**src/rtl/spi_shift_in_if.sv**
```systemverilog
// Parallel-side and pin-side signals of the SPI receive shift register.
// master drives the pins, ack and clear; slave is the shift-in block.
interface spi_shift_in_if #(
  parameter int DEPTH = 8
);
  logic             SPI_CsN;
  logic             SPI_Sdi;
  logic [DEPTH-1:0] SPI_Data_Out;
  logic             SPI_Data_RdyN;
  logic             SPI_DataAck;
  logic             SPI_Overrun;
  logic             SPI_Overrun_Clr;

  modport master (
    output SPI_CsN, SPI_Sdi, SPI_DataAck, SPI_Overrun_Clr,
    input  SPI_Data_Out, SPI_Data_RdyN, SPI_Overrun
  );

  modport slave (
    input  SPI_CsN, SPI_Sdi, SPI_DataAck, SPI_Overrun_Clr,
    output SPI_Data_Out, SPI_Data_RdyN, SPI_Overrun
  );
endinterface

```
**src/rtl/spi_shift_in.sv**
```systemverilog
// SPI MSB-first serial-to-parallel receiver; word lands on the edge sampling its LSB, RdyN/ack handshake,
// unacked word + new word = drop and sticky overrun. SPI_IDLE_FILTER_EN discards all-ones words.
module spi_shift_in #(
  parameter int DEPTH = 8
) (
  input  logic           SPI_Clk,
  input  logic           SPI_Reset,
  spi_shift_in_if.slave  bus
);
  localparam int CW = (DEPTH > 1) ? $clog2(DEPTH) : 1;

  // Only DEPTH-1 bits are kept: the oldest bit is never part of the next word.
  logic [DEPTH-2:0] sr_q, sr_d;
  logic [CW-1:0]    cnt_q, cnt_d;
  logic [DEPTH-1:0] hold_q, hold_d;
  logic             vld_q, vld_d;
  logic             ovr_q, ovr_d;

  logic [DEPTH-1:0] word;
  logic             done;
  logic             deliver;
  logic             ovr_set;

  always_comb begin
    word    = {sr_q, bus.SPI_Sdi};
    done    = ~bus.SPI_CsN && (cnt_q == CW'(DEPTH - 1));
    deliver = done;
`ifdef SPI_IDLE_FILTER_EN
    if (word == '1) deliver = 1'b0;
`endif
    sr_d    = sr_q;
    cnt_d   = '0;
    hold_d  = hold_q;
    vld_d   = vld_q;
    ovr_set = 1'b0;

    if (!bus.SPI_CsN) begin
      sr_d  = word[DEPTH-2:0];
      cnt_d = done ? '0 : cnt_q + CW'(1);
    end

    if (deliver) begin
      if (!vld_q || bus.SPI_DataAck) begin
        hold_d = word;
        vld_d  = 1'b1;
      end else begin
        ovr_set = 1'b1;
      end
    end else if (bus.SPI_DataAck) begin
      vld_d = 1'b0;
    end

    // Set beats clear when both land on the same edge.
    ovr_d = ovr_q;
    if (bus.SPI_Overrun_Clr) ovr_d = 1'b0;
    if (ovr_set)             ovr_d = 1'b1;
  end

  always_ff @(posedge SPI_Clk) begin
    if (SPI_Reset) begin
      sr_q   <= '1;
      cnt_q  <= '0;
      hold_q <= '1;
      vld_q  <= 1'b0;
      ovr_q  <= 1'b0;
    end else begin
      sr_q   <= sr_d;
      cnt_q  <= cnt_d;
      hold_q <= hold_d;
      vld_q  <= vld_d;
      ovr_q  <= ovr_d;
    end
  end

  assign bus.SPI_Data_Out  = hold_q;
  assign bus.SPI_Data_RdyN = ~vld_q;
  assign bus.SPI_Overrun   = ovr_q;
endmodule

```
**src/flat_wrapper.sv**
```systemverilog
// flat-port wrapper written by rule: the top's interface ports become plain ports
module spi_shift_in_flat 
#(
  parameter int DEPTH = 8
)
  (SPI_Clk, SPI_Reset, bus_SPI_CsN, bus_SPI_Sdi, bus_SPI_DataAck, bus_SPI_Overrun_Clr, bus_SPI_Data_Out, bus_SPI_Data_RdyN, bus_SPI_Overrun);
  spi_shift_in_if #(.DEPTH(DEPTH)) bus_i ();
  input  logic SPI_Clk;
  input  logic SPI_Reset;
  input wire logic [$bits(bus_i.SPI_CsN)-1:0] bus_SPI_CsN;
  input wire logic [$bits(bus_i.SPI_Sdi)-1:0] bus_SPI_Sdi;
  input wire logic [$bits(bus_i.SPI_DataAck)-1:0] bus_SPI_DataAck;
  input wire logic [$bits(bus_i.SPI_Overrun_Clr)-1:0] bus_SPI_Overrun_Clr;
  output wire logic [$bits(bus_i.SPI_Data_Out)-1:0] bus_SPI_Data_Out;
  output wire logic [$bits(bus_i.SPI_Data_RdyN)-1:0] bus_SPI_Data_RdyN;
  output wire logic [$bits(bus_i.SPI_Overrun)-1:0] bus_SPI_Overrun;
  assign bus_i.SPI_CsN = bus_SPI_CsN;
  assign bus_i.SPI_Sdi = bus_SPI_Sdi;
  assign bus_i.SPI_DataAck = bus_SPI_DataAck;
  assign bus_i.SPI_Overrun_Clr = bus_SPI_Overrun_Clr;
  assign bus_SPI_Data_Out = bus_i.SPI_Data_Out;
  assign bus_SPI_Data_RdyN = bus_i.SPI_Data_RdyN;
  assign bus_SPI_Overrun = bus_i.SPI_Overrun;
  spi_shift_in #(.DEPTH(DEPTH)) u_core (.SPI_Clk(SPI_Clk), .SPI_Reset(SPI_Reset), .bus(bus_i));
endmodule
```
**config.mk**
```make
export PLATFORM = sky130hd
export DESIGN_NAME = spi_shift_in_flat
export DESIGN_NICKNAME = d
export VERILOG_FILES = /design/src/rtl/spi_shift_in_if.sv /design/src/rtl/spi_shift_in.sv /design/src/flat_wrapper.sv
export SDC_FILE = /design/constraint.sdc
export NUM_CORES = 1
export LEC_CHECK = 0
export CAP_MARGIN = 20
export CORE_MARGIN = 5
export CORE_UTILIZATION = 58
export DETAILED_ROUTE_END_ITERATION = 10
export DONT_BUFFER_PORTS = 1
export PLACE_DENSITY_LB_ADDON = 0.25
export SLEW_MARGIN = 15
export SYNTH_ARGS = -nofsm -noshare
export SYNTH_HDL_FRONTEND = slang
export SYNTH_SLANG_ARGS = --single-unit
export TNS_END_PERCENT = 50
```
**constraint.sdc**
```tcl
create_clock -name SPI_Clk -period 1.92 [get_ports SPI_Clk]
set_clock_uncertainty 0.1 [all_clocks]
set_input_delay 0.384 -clock SPI_Clk [delete_from_list [all_inputs] [get_ports SPI_Clk]]
set_output_delay 0.384 -clock SPI_Clk [all_outputs]
set_load 0.02 [all_outputs]
```
==> results of run 1 <==
==> per-layer routing <==
metal  global-route usage  up-vias  share of wire
met5                    0        -              0
met4               0.0497        0          0.011
met3               0.0352        2          0.087
met2                0.140       12           0.38
met1                0.187      202           0.52
li1                     -      255              -
==> critical path, delay by kind of cell (launching register included) <==
kind	cells	cell delay [ps]
adders and majority gates	2	380
and+or+nand+nor	2	170
muxes	1	190
DFF	1	340
buffers and inverters	1	190
==> cell families after synthesis <==
kind of cell,share of synthesized area
simple gates,0.208
flops,0.513
compound gates,0.0962
mux,0.103
buf+inv,0.0481
fa+ha+maj,0.0320
==> area by class of cell <==
type | instances | area (sq um) | share of cell area
clock buffers | 3 | 22.5 | 0.0282
inverters | 2 | 7.51 | 0.00939
multi-input cells | 50 | 343 | 0.429
flip-flops and latches | 20 | 400 | 0.501
well taps | 15 | 18.8 | 0.0235
repair buffers | 1 | 7.51 | 0.00939
==> power breakdown <==
group	internal [mW]	switching [mW]	leakage, nW	total (mW)
combinational	0.0175	0.00773	0.133	0.0252
sequential	0.426	0.00760	0.163	0.434
clock	0.0727	0.111	0.0138	0.184
total	0.517	0.127	0.310	0.643
==> layout by cell type (no fill, tap or decap) <==
| cell type | Yosys | final |
|---|---|---|
| a211o_1 | 7 | 7 |
| a2bb2oi_1 | 1 | 1 |
| dfxtp_1 | 20 | 20 |
| nand2b_4 | 1 | 1 |
| clkbuf_4 | 0 | 3 |
| buf_4 | 0 | 1 |
| mux2i_1 | 8 | 8 |
| and2_1 | 2 | 2 |
| nor4_1 | 1 | 1 |
| a21oi_1 | 1 | 1 |
| nor3_1 | 1 | 1 |
| inv_1 | 2 | 2 |
| nand2b_1 | 1 | 1 |
| nor2b_1 | 4 | 4 |
| and2b_1 | 4 | 4 |
| nor2_1 | 17 | 17 |
| ha_1 | 2 | 2 |
==> per-stage QoR <==
stage / instances / utilization / hold WS [ps]
after floorplan: 77 / - / 305
after global placement: 88 / 0.605 / 311
after detailed placement: 88 / 0.605 / 314
after CTS: 91 / 0.622 / 50.7
after global routing: 91 / 0.622 / 41.0
final: 91 / 0.622 / 58.1
==> sequential cells by signal (all words and copies together), names as in the netlist <==
register and flops:
u_core.bus.SPI_Data_Out 8, u_core.bus.SPI_Overrun 1, u_core.cnt_q 3, u_core.sr_q 7, u_core.vld_q 1
==> worst max-delay path by stage <==
| stage | start | slack [ps] | endpoint |
|---|---|---|---|
| after global placement | u_core.cnt_q[0] | 530 | u_core.bus.SPI_Data_Out[7] |
| after CTS | u_core.cnt_q[0] | 470 | u_core.bus.SPI_Data_Out[5] |
| final | u_core.cnt_q[0] | 480 | u_core.bus.SPI_Data_Out[7] |
| after detailed placement | u_core.cnt_q[0] | 490 | u_core.bus.SPI_Data_Out[0] |
| after floorplan | u_core.cnt_q[0] | 580 | u_core.bus.SPI_Data_Out[0] |
| after global routing | u_core.cnt_q[0] | 370 | u_core.bus.SPI_Data_Out[5] |
==> flow_summary.toml, run 1 <==
[clocking]
cts_setup_buffers = 0
ctsResizeCount = 0
cts_buffers = 3
cts_buffer_depth = 2
clock-root-buffer = "clkbuf_4"
path_clk_slew_ps = 100
htree_levels = 1
holdBufCountCts = 0
cts.sinks = 20
tritoncts = "built"
clk_latency_ps = 280

[yosys]
synth-main-ff-cell = "dfxtp_1"
synth.most_common_cell = "dfxtp_1"
synth_edf_count = 0
yosysSeqAreaShare = 0.513
ys_seq_elements = 20
synth_area_leaders = "dfxtp_1 51%, mux2i_1 10%, nor2_1 8.2%"
synth_commonest_cells = "20 x dfxtp_1, 17 x nor2_1, 8 x mux2i_1"
syn_nets = 85
ys_types = 18
syn_inst = 77
synth-async-reset-ratio = 0
yosysWarningCount = 0
avgSynthCellArea_sq_um = 10.1
synth.largest_area_cell = "dfxtp_1"
synth_top_area_share = 0.513
syn-cell-area_sq_um = 781

[pwr]
static-leakage-power_nw = 0.310
powerDensity_nw_per_um2 = 804
irDropWorstVdd_mv = 0.488
total_power_mw = 0.643

[timing]
final.period_utilization = 0.749
setup_viol = 0
layout_setup_ws_ps = 481
max_freq_ghz = 0.695
period_minus_slack_ps = 1440
maxSlewViolCount = 0
finalSetupTns_ps = 0
hold_viol = 0
slew_headroom = 0.836
tightest_slew_ps = 245
rsz0062_at_grt = "no"

[setup_path]
max_stage_delay_ps = 340
worstSetupEndpointType = "flop"
cp_data_arrival_time_ps = 1560
slowest_stage = "dfxtp_1"
r2r_cells = 6
crit_path_cell_trace = "ha_1, ha_1, nand2b_4, nor2b_1, buf_4, mux2i_1"
start_kind = "flop"
cp_data_required_time_ps = 2040
crit_path_frequent_cell = "ha_1"
r2r-start = "u_core.cnt_q[0]"
path_class = "flop to flop"
critPathMaxFanout = 8
rr_endpoint = "u_core.bus.SPI_Data_Out[7]"
reg2reg_slack_ps = 480

[floorplan]
dieArea_sq_um = 2180
chipHeight_microns = 46.7
rows = 13
die_w_microns = 46.7
ios = 16
core-area_sq_um = 1280
initial_utilization = 0.608

[detailed_routing]
vias_per_cell = 5.18
ant_nets = 0
vias = 471
drt_iter0_drc = 6
totalWireLength_mm = 1.13
wl_per_cell_microns = 12.4
drc = 0
first_pass_iters = 3

[global_routing]
antenna_found_initial = 0
grt_max_degree = 28
grt_pass1_vias = 418
track_usage = 0.118
grt_pass1_wl_mm = 1.86
grt-ovfl-total = 0

[layout]
post_route_cells_drive_above_1_share = 0.0658
finish.instance_area_sq_um = 800
num_antenna_cells = 0
synthToLayoutAreaGrowth_pct = 2.40
final_net_count = 86
nFillCells = 115

[outcome]
status = "complete, no violations"

[run]
maxCapViolCount = 0

[place]
dpl_cell_area_sq_um = 777
pre_cts_ws_ps = 489
io_buffers = 0
dp_hpwl_microns = 779
routabilityCongestion = 0.649

[hold_path]
min_to = "u_core.bus.SPI_Overrun"
hold_path_class = "primary input to flop"
hold_depth = 1
worstHoldStart = "SPI_Reset"
(Power assumes the default switching activity.)
==> run 2, diff against run 1 <==
--- a/config.mk
+++ b/config.mk
@@ -7,7 +7,7 @@
 export LEC_CHECK = 0
 export CAP_MARGIN = 20
 export CORE_MARGIN = 5
-export CORE_UTILIZATION = 58
+export CORE_UTILIZATION = 52
 export DETAILED_ROUTE_END_ITERATION = 10
 export DONT_BUFFER_PORTS = 1
 export PLACE_DENSITY_LB_ADDON = 0.25
==> constraint.sdc (replaced) <==
create_clock -name SPI_Clk -period 1.16 [get_ports SPI_Clk]
set_clock_uncertainty 0.1 [all_clocks]
set_input_delay 0.232 -clock SPI_Clk [delete_from_list [all_inputs] [get_ports SPI_Clk]]
set_output_delay 0.232 -clock SPI_Clk [all_outputs]
set_load 0.02 [all_outputs]
==> run 2 against run 1 <==
  * The run now ends with setup timing left
  * Utilization grew 3.9 points
  * Clock power grew to 3.1 times the previous value
  * Die area grew 9.0%
  * Sequential power grew 66%
  * Cell count grew 9.9%
  * Worst setup slack lost 660 ps
  * First-iteration DRC count grew 67%
  * Power grew 110%
  * Critical path type unchanged
  * Flip-flop and latch count is the same
  * Highest routed layer unchanged
  * Critical endpoint is now u_core.bus.SPI_Data_Out[2]
  * Global-route usage shrank 0.35 points
  * Non-clock buffer count grew 7
  * Wire length grew 27%
==> flow_summary.toml, run 2 (synthesis gave the netlist of run 1 again) <==
[global_routing]
grt_pass1_wl_mm = 2.12
antenna_found_initial = 0
track_usage = 0.114
grt-ovfl-total = 0
grt_max_degree = 23
grt_pass1_vias = 467

[timing]
max_freq_ghz = 0.744
hold-worst-slack_ps = 7.56
hold_viol = 0
period_minus_slack_ps = 1340
rsz0062_at_grt = "yes"
finalSetupTns_ps = -1680
tightest_slew_ps = 834
slew_headroom = 0.444
final.period_utilization = 1.16
layout_setup_ws_ps = -183
maxSlewViolCount = 0
setup_viol = 12

[detailed_routing]
first_pass_iters = 2
wl_per_cell_microns = 14.4
ant_nets = 0
totalWireLength_mm = 1.44
vias_per_cell = 5.21
wl_met1_microns = 700
drc = 0
vias = 521
wl_met3_microns = 99
drt_iter0_drc = 10
wl_met2_microns = 628
highest_layer = "met4"

[floorplan]
core-area_sq_um = 1470
rows = 14
initial_utilization = 0.531
ios = 16
chipHeight_microns = 48.8
dieArea_sq_um = 2380
die_w_microns = 48.8

[clocking]
htree_levels = 1
cts_buffers = 3
cts_buffer_depth = 2
path_clk_slew_ps = 110
tritoncts = "built"
clock-root-buffer = "clkbuf_4"
cts.sinks = 20
clk_latency_ps = 300

[setup_path]
worstSetupEndpointType = "flop"
crit_path_frequent_cell = "ha_4"
reg2reg_slack_ps = -180
r2r-start = "u_core.cnt_q[0]"
cp_data_required_time_ps = 1300
start_kind = "flop"
slowest_stage = "dfxtp_4"
max_stage_delay_ps = 380
rr_endpoint = "u_core.bus.SPI_Data_Out[2]"
critPathMaxFanout = 8
r2r_cells = 6
crit_path_cell_trace = "ha_4, ha_4, nand2b_4, nor2b_4, buf_6, mux2i_1"
path_class = "flop to flop"
cp_data_arrival_time_ps = 1480

[hold_path]
min_to = "u_core.bus.SPI_Data_Out[7]"
hold_depth = 2
hold_path_class = "primary input to flop"
worstHoldStart = "SPI_Reset"

[layout]
fin_cells = 100
synthToLayoutAreaGrowth_pct = 24.7
final_common_cell = "dfxtp_1"
final_net_count = 93
num_antenna_cells = 0
largest_register_ffs = 8
final_util = 0.662
post_route_cells_drive_above_1_share = 0.214
final_cell_mix = "18 x dfxtp_1, 17 x nor2_1, 8 x mux2i_1, 7 x a211o_1, 4 x and2b_1"
finish.instance_area_sq_um = 973

[place]
pre_cts_ws_ps = -198
dpl_cell_area_sq_um = 821
dp_hpwl_microns = 845
routabilityCongestion = 0.678
io_buffers = 0
dp_cells = 91

[pwr]
irDropWorstVdd_mv = 1.22
total_power_mw = 1.36
powerDensity_nw_per_um2 = 1400
static-leakage-power_nw = 0.377

[run]
maxCapViolCount = 0

[outcome]
violations = "setup timing"
status = "complete, but fails checks"
run 2: cell count changes in the layout (fill, tap and decap cells not counted), moves of 2 or more:
cell	delta
ha_4	+2
buf_6	+2
dlygate4sd3_1	+3
dfxtp_1	-2
ha_1	-2
run 2: worst max-delay path by stage:
stage,from,cells past startpoint,slack (ps),endpoint
CTS,u_core.cnt_q[0],6,-220,u_core.bus.SPI_Data_Out[2]
global placement,u_core.cnt_q[0],6,-140,u_core.bus.SPI_Data_Out[2]
global route,u_core.cnt_q[0],6,-250,u_core.bus.SPI_Data_Out[7]
detailed placement,u_core.cnt_q[0],6,-200,u_core.bus.SPI_Data_Out[2]
floorplan,u_core.cnt_q[1],6,-110,u_core.bus.SPI_Data_Out[0]
finish,u_core.cnt_q[0],6,-180,u_core.bus.SPI_Data_Out[2]
run 2: metal layers:
metal / vias up / global-route usage
met4: 0 / 0.0269
met2: 15 / 0.165
li1: 268 / -
met1: 236 / 0.148
met3: 2 / 0.0613
met5: - / 0
run 2: power breakdown:
part	switching [mW]	internal, mW
combinational	0.0347	0.0455
sequential	0.0148	0.705
clock	0.212	0.349
total	0.262	1.10
run 2: final cells by class:
type,count,area [sq um]
Fill cell,120,498
Multi-Input combinational cell,50,408
Sequential cell,20,405
Timing Repair Buffer,8,80.1
Clock inverter,1,30.0
Clock buffer,3,22.5
Tap cell,16,20.0
Inverter,2,7.51
run 2: repair_timing:
action / CTS / global route
resized for setup: 1 / 11
buffers inserted: 1 / 1
pin swaps: 0 / 4
endpoints found under the setup margin: 12 / 21
hold buffers: 3 / 1
hold endpoints to repair: 16 / 1
run 2: worst max-delay path: cells and delay by family, from the launching register on:
family        cells  cell delay [ps]
fa+ha+maj         2              280
buf+inv           1              150
flops             1              380
mux               1              200
simple gates      2              180
==> run 3, diff against run 2 <==
--- a/config.mk
+++ b/config.mk
@@ -8,6 +8,7 @@
 export CAP_MARGIN = 20
 export CORE_MARGIN = 5
 export CORE_UTILIZATION = 52
+export CTS_CLUSTER_SIZE = 12
 export DETAILED_ROUTE_END_ITERATION = 10
 export DONT_BUFFER_PORTS = 1
 export PLACE_DENSITY_LB_ADDON = 0.25
==> results of run 3 <==
Same layout as run 2: the final DEF is identical, and so are final timing and power.
